<file path="src/rtl/legv8_pkg.sv">
// rtl/legv8_pkg.sv - shared opcodes, ALUOp codes and state encodings for the LEGv8 multicycle control
package legv8_pkg;

  localparam logic [10:0] OP_ADD  = 11'b10001011000;
  localparam logic [10:0] OP_SUB  = 11'b11001011000;
  localparam logic [10:0] OP_AND  = 11'b10001010000;
  localparam logic [10:0] OP_ORR  = 11'b10101010000;
  localparam logic [10:0] OP_LDUR = 11'b11111000010;
  localparam logic [10:0] OP_STUR = 11'b11111000000;
  localparam logic [7:0]  OP_CBZ  = 8'b10110100;
  localparam logic [5:0]  OP_B    = 6'b000101;

  localparam logic [1:0] ALUOP_ADD   = 2'b00;
  localparam logic [1:0] ALUOP_PASSB = 2'b01;
  localparam logic [1:0] ALUOP_FUNCT = 2'b10;

  typedef enum logic [3:0] {
    S_IDLE   = 4'd0,
    S_FETCH  = 4'd1,
    S_DECODE = 4'd2,
    S_EXEC_R = 4'd3,
    S_R_WB   = 4'd4,
    S_ADDR   = 4'd5,
    S_MEM_RD = 4'd6,
    S_LD_WB  = 4'd7,
    S_MEM_WR = 4'd8,
    S_CBZ    = 4'd9,
    S_B      = 4'd10
  } state_t;

  typedef enum logic [2:0] {
    CLS_NONE  = 3'd0,
    CLS_R     = 3'd1,
    CLS_LOAD  = 3'd2,
    CLS_STORE = 3'd3,
    CLS_CBZ   = 3'd4,
    CLS_B     = 3'd5
  } op_class_t;

endpackage

</file>
<file path="src/rtl/legv8_opcode_class.sv">
// rtl/legv8_opcode_class.sv - combinational opcode classifier used in DECODE
module legv8_opcode_class
  import legv8_pkg::*;
(
  input  logic [10:0] opcode,
  output op_class_t   op_class,
  output logic        legal
);

  // Full-opcode matches win over the prefix matches of CBZ and B.
  always_comb begin
    op_class = CLS_NONE;
    legal    = 1'b1;
    if (opcode == OP_ADD || opcode == OP_SUB || opcode == OP_AND || opcode == OP_ORR)
      op_class = CLS_R;
    else if (opcode == OP_LDUR)
      op_class = CLS_LOAD;
    else if (opcode == OP_STUR)
      op_class = CLS_STORE;
    else if (opcode[10:3] == OP_CBZ)
      op_class = CLS_CBZ;
    else if (opcode[10:5] == OP_B)
      op_class = CLS_B;
    else
      legal = 1'b0;
  end

endmodule

</file>
<file path="src/rtl/legv8_multicycle_control.sv">
// rtl/legv8_multicycle_control.sv - main control FSM for the multicycle LEGv8 datapath
module legv8_multicycle_control
  import legv8_pkg::*;
#(
  parameter int OPCODE_W    = 11,
  parameter int TIMEOUT_W   = 8,
  parameter int MEM_TIMEOUT = 255
) (
  input  logic                clk,
  input  logic                reset,
  input  logic                run,
  input  logic [OPCODE_W-1:0] opcode,
  input  logic                imem_ready,
  input  logic                dmem_ready,
  output logic [1:0]          ALUOp,
  output logic                ALUSrc,
  output logic                Reg2Loc,
  output logic                RegWrite,
  output logic                MemToReg,
  output logic                MemRead,
  output logic                MemWrite,
  output logic                IRWrite,
  output logic                PCWrite,
  output logic                PCWriteZ,
  output logic                PCSrc,
  output logic [3:0]          state,
  output logic                instr_done,
  output logic                illegal_op,
  output logic                bus_error
);

  localparam logic [TIMEOUT_W-1:0] TMO = TIMEOUT_W'(MEM_TIMEOUT);

  state_t                 state_q, state_d;
  op_class_t              cls_q, op_class;
  logic                   op_legal;
  logic [TIMEOUT_W-1:0]   cnt_q;
  logic                   finish;

  legv8_opcode_class u_class (
    .opcode   (opcode),
    .op_class (op_class),
    .legal    (op_legal)
  );

  assign state = state_q;

  always_ff @(posedge clk or posedge reset) begin
    if (reset) begin
      state_q <= S_IDLE;
      cls_q   <= CLS_NONE;
      cnt_q   <= '0;
    end else begin
      state_q <= state_d;
      if (state_q == S_DECODE)
        cls_q <= op_class;
      // Counts only while parked in a data wait state; any exit clears it.
      if ((state_q == S_MEM_RD || state_q == S_MEM_WR) && state_d == state_q)
        cnt_q <= cnt_q + TIMEOUT_W'(1);
      else
        cnt_q <= '0;
    end
  end

  always_comb begin
    state_d    = state_q;
    finish     = 1'b0;
    ALUOp      = ALUOP_ADD;
    ALUSrc     = 1'b0;
    Reg2Loc    = 1'b0;
    RegWrite   = 1'b0;
    MemToReg   = 1'b0;
    MemRead    = 1'b0;
    MemWrite   = 1'b0;
    IRWrite    = 1'b0;
    PCWrite    = 1'b0;
    PCWriteZ   = 1'b0;
    PCSrc      = 1'b0;
    instr_done = 1'b0;
    illegal_op = 1'b0;
    bus_error  = 1'b0;
    case (state_q)
      S_IDLE: if (run) state_d = S_FETCH;
      S_FETCH: begin
        if (imem_ready) begin
          IRWrite = 1'b1;
          PCWrite = 1'b1;
          state_d = S_DECODE;
        end
      end
      S_DECODE: begin
        if (!op_legal) begin
          illegal_op = 1'b1;
          finish     = 1'b1;
        end else begin
          case (op_class)
            CLS_R:               state_d = S_EXEC_R;
            CLS_LOAD, CLS_STORE: state_d = S_ADDR;
            CLS_CBZ:             state_d = S_CBZ;
            default:             state_d = S_B;
          endcase
        end
      end
      S_EXEC_R: begin
        ALUOp   = ALUOP_FUNCT;
        state_d = S_R_WB;
      end
      S_R_WB: begin
        RegWrite   = 1'b1;
        instr_done = 1'b1;
        finish     = 1'b1;
      end
      S_ADDR: begin
        ALUSrc  = 1'b1;
        Reg2Loc = (cls_q == CLS_STORE);
        state_d = (cls_q == CLS_STORE) ? S_MEM_WR : S_MEM_RD;
      end
      S_MEM_RD: begin
        MemRead = 1'b1;
        if (dmem_ready) begin
          state_d = S_LD_WB;
        end else if (cnt_q == TMO) begin
          bus_error = 1'b1;
          finish    = 1'b1;
        end
      end
      S_MEM_WR: begin
        MemWrite = 1'b1;
        if (dmem_ready) begin
          instr_done = 1'b1;
          finish     = 1'b1;
        end else if (cnt_q == TMO) begin
          bus_error = 1'b1;
          finish    = 1'b1;
        end
      end
      S_LD_WB: begin
        RegWrite   = 1'b1;
        MemToReg   = 1'b1;
        instr_done = 1'b1;
        finish     = 1'b1;
      end
      S_CBZ: begin
        ALUOp      = ALUOP_PASSB;
        Reg2Loc    = 1'b1;
        PCWriteZ   = 1'b1;
        PCSrc      = 1'b1;
        instr_done = 1'b1;
        finish     = 1'b1;
      end
      S_B: begin
        PCWrite    = 1'b1;
        PCSrc      = 1'b1;
        instr_done = 1'b1;
        finish     = 1'b1;
      end
      default: state_d = S_IDLE;
    endcase
    if (finish)
      state_d = run ? S_FETCH : S_IDLE;
  end

endmodule

</file>
<file path="config.mk">
export PLATFORM = sky130hd
export DESIGN_NAME = legv8_multicycle_control
export DESIGN_NICKNAME = d
export VERILOG_FILES = /design/src/rtl/legv8_pkg.sv /design/src/rtl/legv8_opcode_class.sv /design/src/rtl/legv8_multicycle_control.sv
export SDC_FILE = /design/constraint.sdc
export NUM_CORES = 1
export LEC_CHECK = 0
export CAP_MARGIN = 40
export CORE_MARGIN = 8
export CORE_UTILIZATION = 51
export CTS_CLUSTER_SIZE = 28
export DETAILED_ROUTE_END_ITERATION = 6
export PLACE_DENSITY = 0.83
export SLEW_MARGIN = 20
export SYNTH_ARGS = -nofsm -noshare
export SYNTH_HDL_FRONTEND = slang
export SYNTH_SLANG_ARGS = --single-unit
</file>
<file path="constraint.sdc">
create_clock -name clk -period 4.5 [get_ports clk]
set_input_delay 0.9 -clock clk [delete_from_list [all_inputs] [get_ports clk]]
set_output_delay 0.9 -clock clk [all_outputs]
set_load 0.03 [all_outputs]
</file>
# == Yosys cells after proc, flatten, opt, wreduce, memory -nomap -nowiden ==
# Cells that the tools add are included.
# totals
ff_bits,15
latchBits,0
ramBits,0
rom_bits,0
inputBits,16
output_inout_bits,19
mem_count,0
# op_classes
add_sub_neg,1
n_mul,0
n_div,0
order_cmp,0
n_eq_ne,25
shifts,0
n_mux,41
bitwise_logic,0
n_reduce_logical,12
# op_table
operator,count
== test 11 bit (second input constant),6
one-hot mux 4 bit (7 select lines),1
2-to-1 mux 4 bit,6
2-to-1 mux 1 bit,22
== test 4 x 3 -> 1 bit (second input constant),4
== test 8 bit (second input constant),2
2-to-1 mux 3 bit,5
== test 4 bit (second input constant),3
one-hot mux 4 bit (3 select lines),1
== test 3 x 2 -> 1 bit (second input constant),3
adder 8 x 1 -> 8 bit (second input constant),1
== test 4 x 2 -> 1 bit (second input constant),2
2-to-1 mux 8 bit,1
OR reduction 2 bit,4
== test 6 x 3 -> 1 bit (second input constant),1
one-hot mux 1 bit (2 select lines),3
OR reduction 5 bit,1
== test 4 x 1 -> 1 bit (second input constant),1
== test 4 bit,1
zero test 4 bit,1
logical OR 1 bit,4
one-hot mux 1 bit (4 select lines),1
one-hot mux 2 bit (2 select lines),1
OR reduction 4 bit,1
other kinds (3),3

# == Longest topological paths before layout ==
# logic_depth
word_depth,15
mapped_depth,7

# == Hierarchy ==
# Synthesis repeated with hierarchy kept, for this count alone.
# unflattened
cells_unflattened,147
hier_area_um2,1256.2
# modules_own_cells
mod,n_inst,cells_per_inst,area_each_um2
legv8_multicycle_control,1,131,1146.1
legv8_opcode_class,1,16,110.1

# == Least setup slack after synthesis ==
# OpenSTA, ideal clock, no wires.
# synth_path
kind,input -> output
start,input opcode[6]
end,output illegal_op
t_arrival_ps,1911
slack_ps,1689
cell_stages,4
path_cell_list,or4b_4 -> or2_4 -> o2111ai_4 -> inv_2
# synth_via
elab_chain_len,8
word_cells_on_any_way,18
classes_between,eq/ne: 8; mux: 7; reduce/logical: 3
# synth_rtl
element,line,text
"start, declared",legv8_multicycle_control.sv:12,"input logic [OPCODE_W-1:0] opcode,"
== test 6 x 3 -> 1 bit,legv8_opcode_class.sv:22,else if (opcode[10:5] == OP_B)
2-to-1 mux 1 bit,legv8_opcode_class.sv:22,
2-to-1 mux 1 bit,legv8_opcode_class.sv:20,else if (opcode[10:3] == OP_CBZ)
2-to-1 mux 1 bit,legv8_opcode_class.sv:18,else if (opcode == OP_STUR)
2-to-1 mux 1 bit,legv8_opcode_class.sv:16,else if (opcode == OP_LDUR)
2-to-1 mux 1 bit *,legv8_opcode_class.sv:14,if (opcode == OP_ADD || opcode == OP_SUB || opcode == OP_AND || opcode == OP_ORR)
2-to-1 mux 1 bit *,legv8_multicycle_control.sv:92,if (!op_legal) begin
2-to-1 mux 1 bit *,legv8_multicycle_control.sv:82,case (state_q)
"end, declared",legv8_multicycle_control.sv:28,"output logic illegal_op,"
# Mark *: on every way between the ends. The rest lies on a longest branch, timed or not.

# == Worst setup path after layout ==
# Same ends and word-level chain as after synthesis.

==> results.cfg <==
[routing]
dr.pass1.iters = 4
routed_wl_um = 3150
drc = 0
route.vias.total = 1186
drt_first_iter_violations = 137
viasPerCell = 5.99
antenna_left = 0
wire_per_inst_um = 15.9

[synth]
synth_ff_type = dfrtp_1
synth_compound_area_share_pct = 20.7
synth-adder-area-share_pct = 0.983
synth_mux_area_share_pct = 0.885
yosysSeqAreaShare_pct = 29.5
ys_ff_latch = 15
syn_area_um2 = 1270
async_reset_ff_share_pct = 100
syn_area_per_cell_um2 = 9.22
syn_inst = 138
synth_edf_count = 0
ys_warn_count = 0
synth_top_family_by_area = simple AND/OR/NAND/NOR gates
synth-simple-area-share_pct = 37.4
syn_nets = 155
synth_cell_types = 56
synth_xor_area_share_pct = 4.13

[global_route]
grt_pass1_vias = 1110
grt_max_degree = 20
grt_pass1_wl_um = 5260
grt.total_usage_pct = 15.3
antenna_found_initial = 0
grt-ovfl-total = 0

[setup_path]
reg2reg_from = state[3]
cp_slowest_cell = clkdlybuf4s50_1
worst-path-buf-inv = 3
path_cells = clkdlybuf4s50_1 -> or4b_4 -> or2_4 -> o2111ai_4 -> inv_2 -> clkdlybuf4s50_1
r2r-end = cnt_q[2]
startpoint_type = primary input
crit_top_cell = clkdlybuf4s50_1
end_kind = output pin
r2r_cells = 4
cp_top_family = buffers and inverters
critPathRequiredTime_ps = 3600
r2r_slack_ps = 2010
critical_path_class = in2out
cp.depth = 6
cp.arrival_ps = 2930
cpPeakStageDelay_ps = 590
path_max_fanout = 4

[clock_network]
cts_tree = yes
h-tree-depth = 1
post_cts_resized = 0
numCtsBuffers = 3
cts_sinks = 15
holdBufCountCts = 0
clkSlewWorstSetupHoldPaths_ps = 90
cts.path.max_buffers = 2
post_cts_buffers = 0
cts-root-buf = clkbuf_4
clock_latency_ps = 280

[cells_and_area]
layout.cells.most_common_list = clkdlybuf4s50_1, nor2_1, dfrtp_1, nand3_1, nand2_1
antennaDiodeCount = 0
area_delta_synth_final_pct = 27.2
final_common_cell = clkdlybuf4s50_1
drive_above_1_share_pct = 11.3
final_nets = 186

[sta]
finalCritPeriodShare_pct = 85.2
clock.fmax_mhz = 261
setup_slack_ps = 667
hold_viol = 0
worstMarginPinSlew_ps = 686
relSlewSlack_pct = 54.2
setup_tns_ps = 0
finClkSkew_ps = 3.69
finalCriticalPeriod_ps = 3830
rsz0062_at_grt = no
final-max-slew-violation-count = 0
setup-violations-final = 0

[power]
p_int_mw = 0.351
power_switching_mw = 0.332
power.share.clock_pct = 11.4
p_total_mw = 0.683
p_seq_share_pct = 30.1
vdd_drop_max_v = 0.000330
power_leakage_nw = 0.621
p_comb_share_pct = 58.5
swShare_pct = 48.6
power_density_nw_per_um2 = 422

[placement]
hpwlAfterDp_um = 2470
port_buffers = 34
place_congestion = 0.869
post-place-ws_ps = 673

[die]
start_util_pct = 52.8
die-width_um = 66.0
die_y_um = 66.0
core_um2 = 2410
rows = 18
dieArea_um2 = 4350
design.portCount = 35

[hold_path]
hold_class = reg2reg
min_to = cls_q[2]
min-delay-start = cls_q[2]
min_path_cells = 1

[job]
maxCapViolCount = 0

[status]
outcome = completed
## registers in the layout (all words and copies together), names as in the netlist
register  count
cls_q         3
state         4
cnt_q         8
## cell usage after synthesis, drive strengths merged (2+ instances only)
| cell | number | share of area (%) |
|---|---|---|
| a211oi | 2 | 2.2 |
| a21boi | 2 | 1.2 |
| a21o | 2 | 1.2 |
| a21oi | 6 | 2.4 |
| a31oi | 2 | 0.98 |
| buf | 7 | 4.3 |
| dfrtp | 15 | 29 |
| inv | 6 | 1.8 |
| nand2 | 7 | 2.1 |
| nand2b | 5 | 2.5 |
| nand3 | 7 | 2.8 |
| nand3b | 4 | 2.4 |
| nor2 | 15 | 4.4 |
| nor2b | 2 | 0.98 |
| nor3 | 6 | 4.1 |
| nor4 | 7 | 5.9 |
| nor4b | 3 | 2.6 |
| o211ai | 3 | 1.8 |
| o21ai | 3 | 1.2 |
| o22a | 2 | 1.4 |
| o31ai | 2 | 1.2 |
| or2 | 2 | 1.2 |
| or3b | 2 | 1.6 |
| or4b | 2 | 1.9 |
| xor2 | 5 | 3.4 |
## power groups by stage
| stage | clock network (mW) | logic [mW] | registers, mW |
|---|---|---|---|
| floorplan | 0 | 0.309 | 0.195 |
| global placement | 0 | 0.393 | 0.207 |
| detailed placement | 0 | 0.399 | 0.207 |
| CTS | 0.0822 | 0.401 | 0.205 |
| global route | 0.0915 | 0.435 | 0.211 |
| finish | 0.0781 | 0.399 | 0.206 |
## cell type report
cell class | instances | area, um2
clock buffers | 3 | 22.5
clock inverters | 1 | 5.00
fillers | 201 | 791
inverters | 6 | 22.5
multi-input cells | 109 | 816
flip-flops and latches | 15 | 375
well taps | 30 | 37.5
repair buffers | 34 | 340
## per-stage QoR
step	cells	hold WS (ps)	util, %	area (um2)
floorplan	138	457	-	1270
global placement	194	468	66.0	1590
detailed placement	194	482	66.0	1590
CTS	198	503	67.2	1620
global route	198	514	67.2	1620
finish	198	496	67.2	1620
## kinds of logic (layout without fill, tap and decap cells)
group	Yosys count	count (layout)
adder cells (fa/ha/maj)	1	1
AO/OA/AOI/OAI	31	31
XOR/XNOR	6	6
buffers and inverters	14	44
AND/OR/NAND/NOR	70	70
multiplexers	1	1
flip-flops	15	15
## metal layers
layer | share of wire [%] | up-vias | track usage (%)
li1 | - | 573 | -
met1 | 42 | 564 | 18.4
met2 | 48 | 45 | 25.2
met3 | 7.9 | 4 | 3.73
met4 | 1.3 | 0 | 6.67
met5 | 0 | - | 0
## how the worst max path moves through the flow
stage / start / end / slack [ps]
after floorplan: opcode[6] / illegal_op / 1690
final: opcode[6] / illegal_op / 670
after global routing: opcode[6] / illegal_op / 610
after CTS: opcode[6] / illegal_op / 660
after detailed placement: opcode[6] / illegal_op / 670
after global placement: opcode[6] / illegal_op / 690
## worst register-to-register path, delay by kind of cell (launching register included)
kind | cells | cell delay [ps]
AOI/OAI and AO/OA | 2 | 1070
DFF | 1 | 690
and+or+nand+nor | 2 | 590
(Power assumes the default switching activity.)
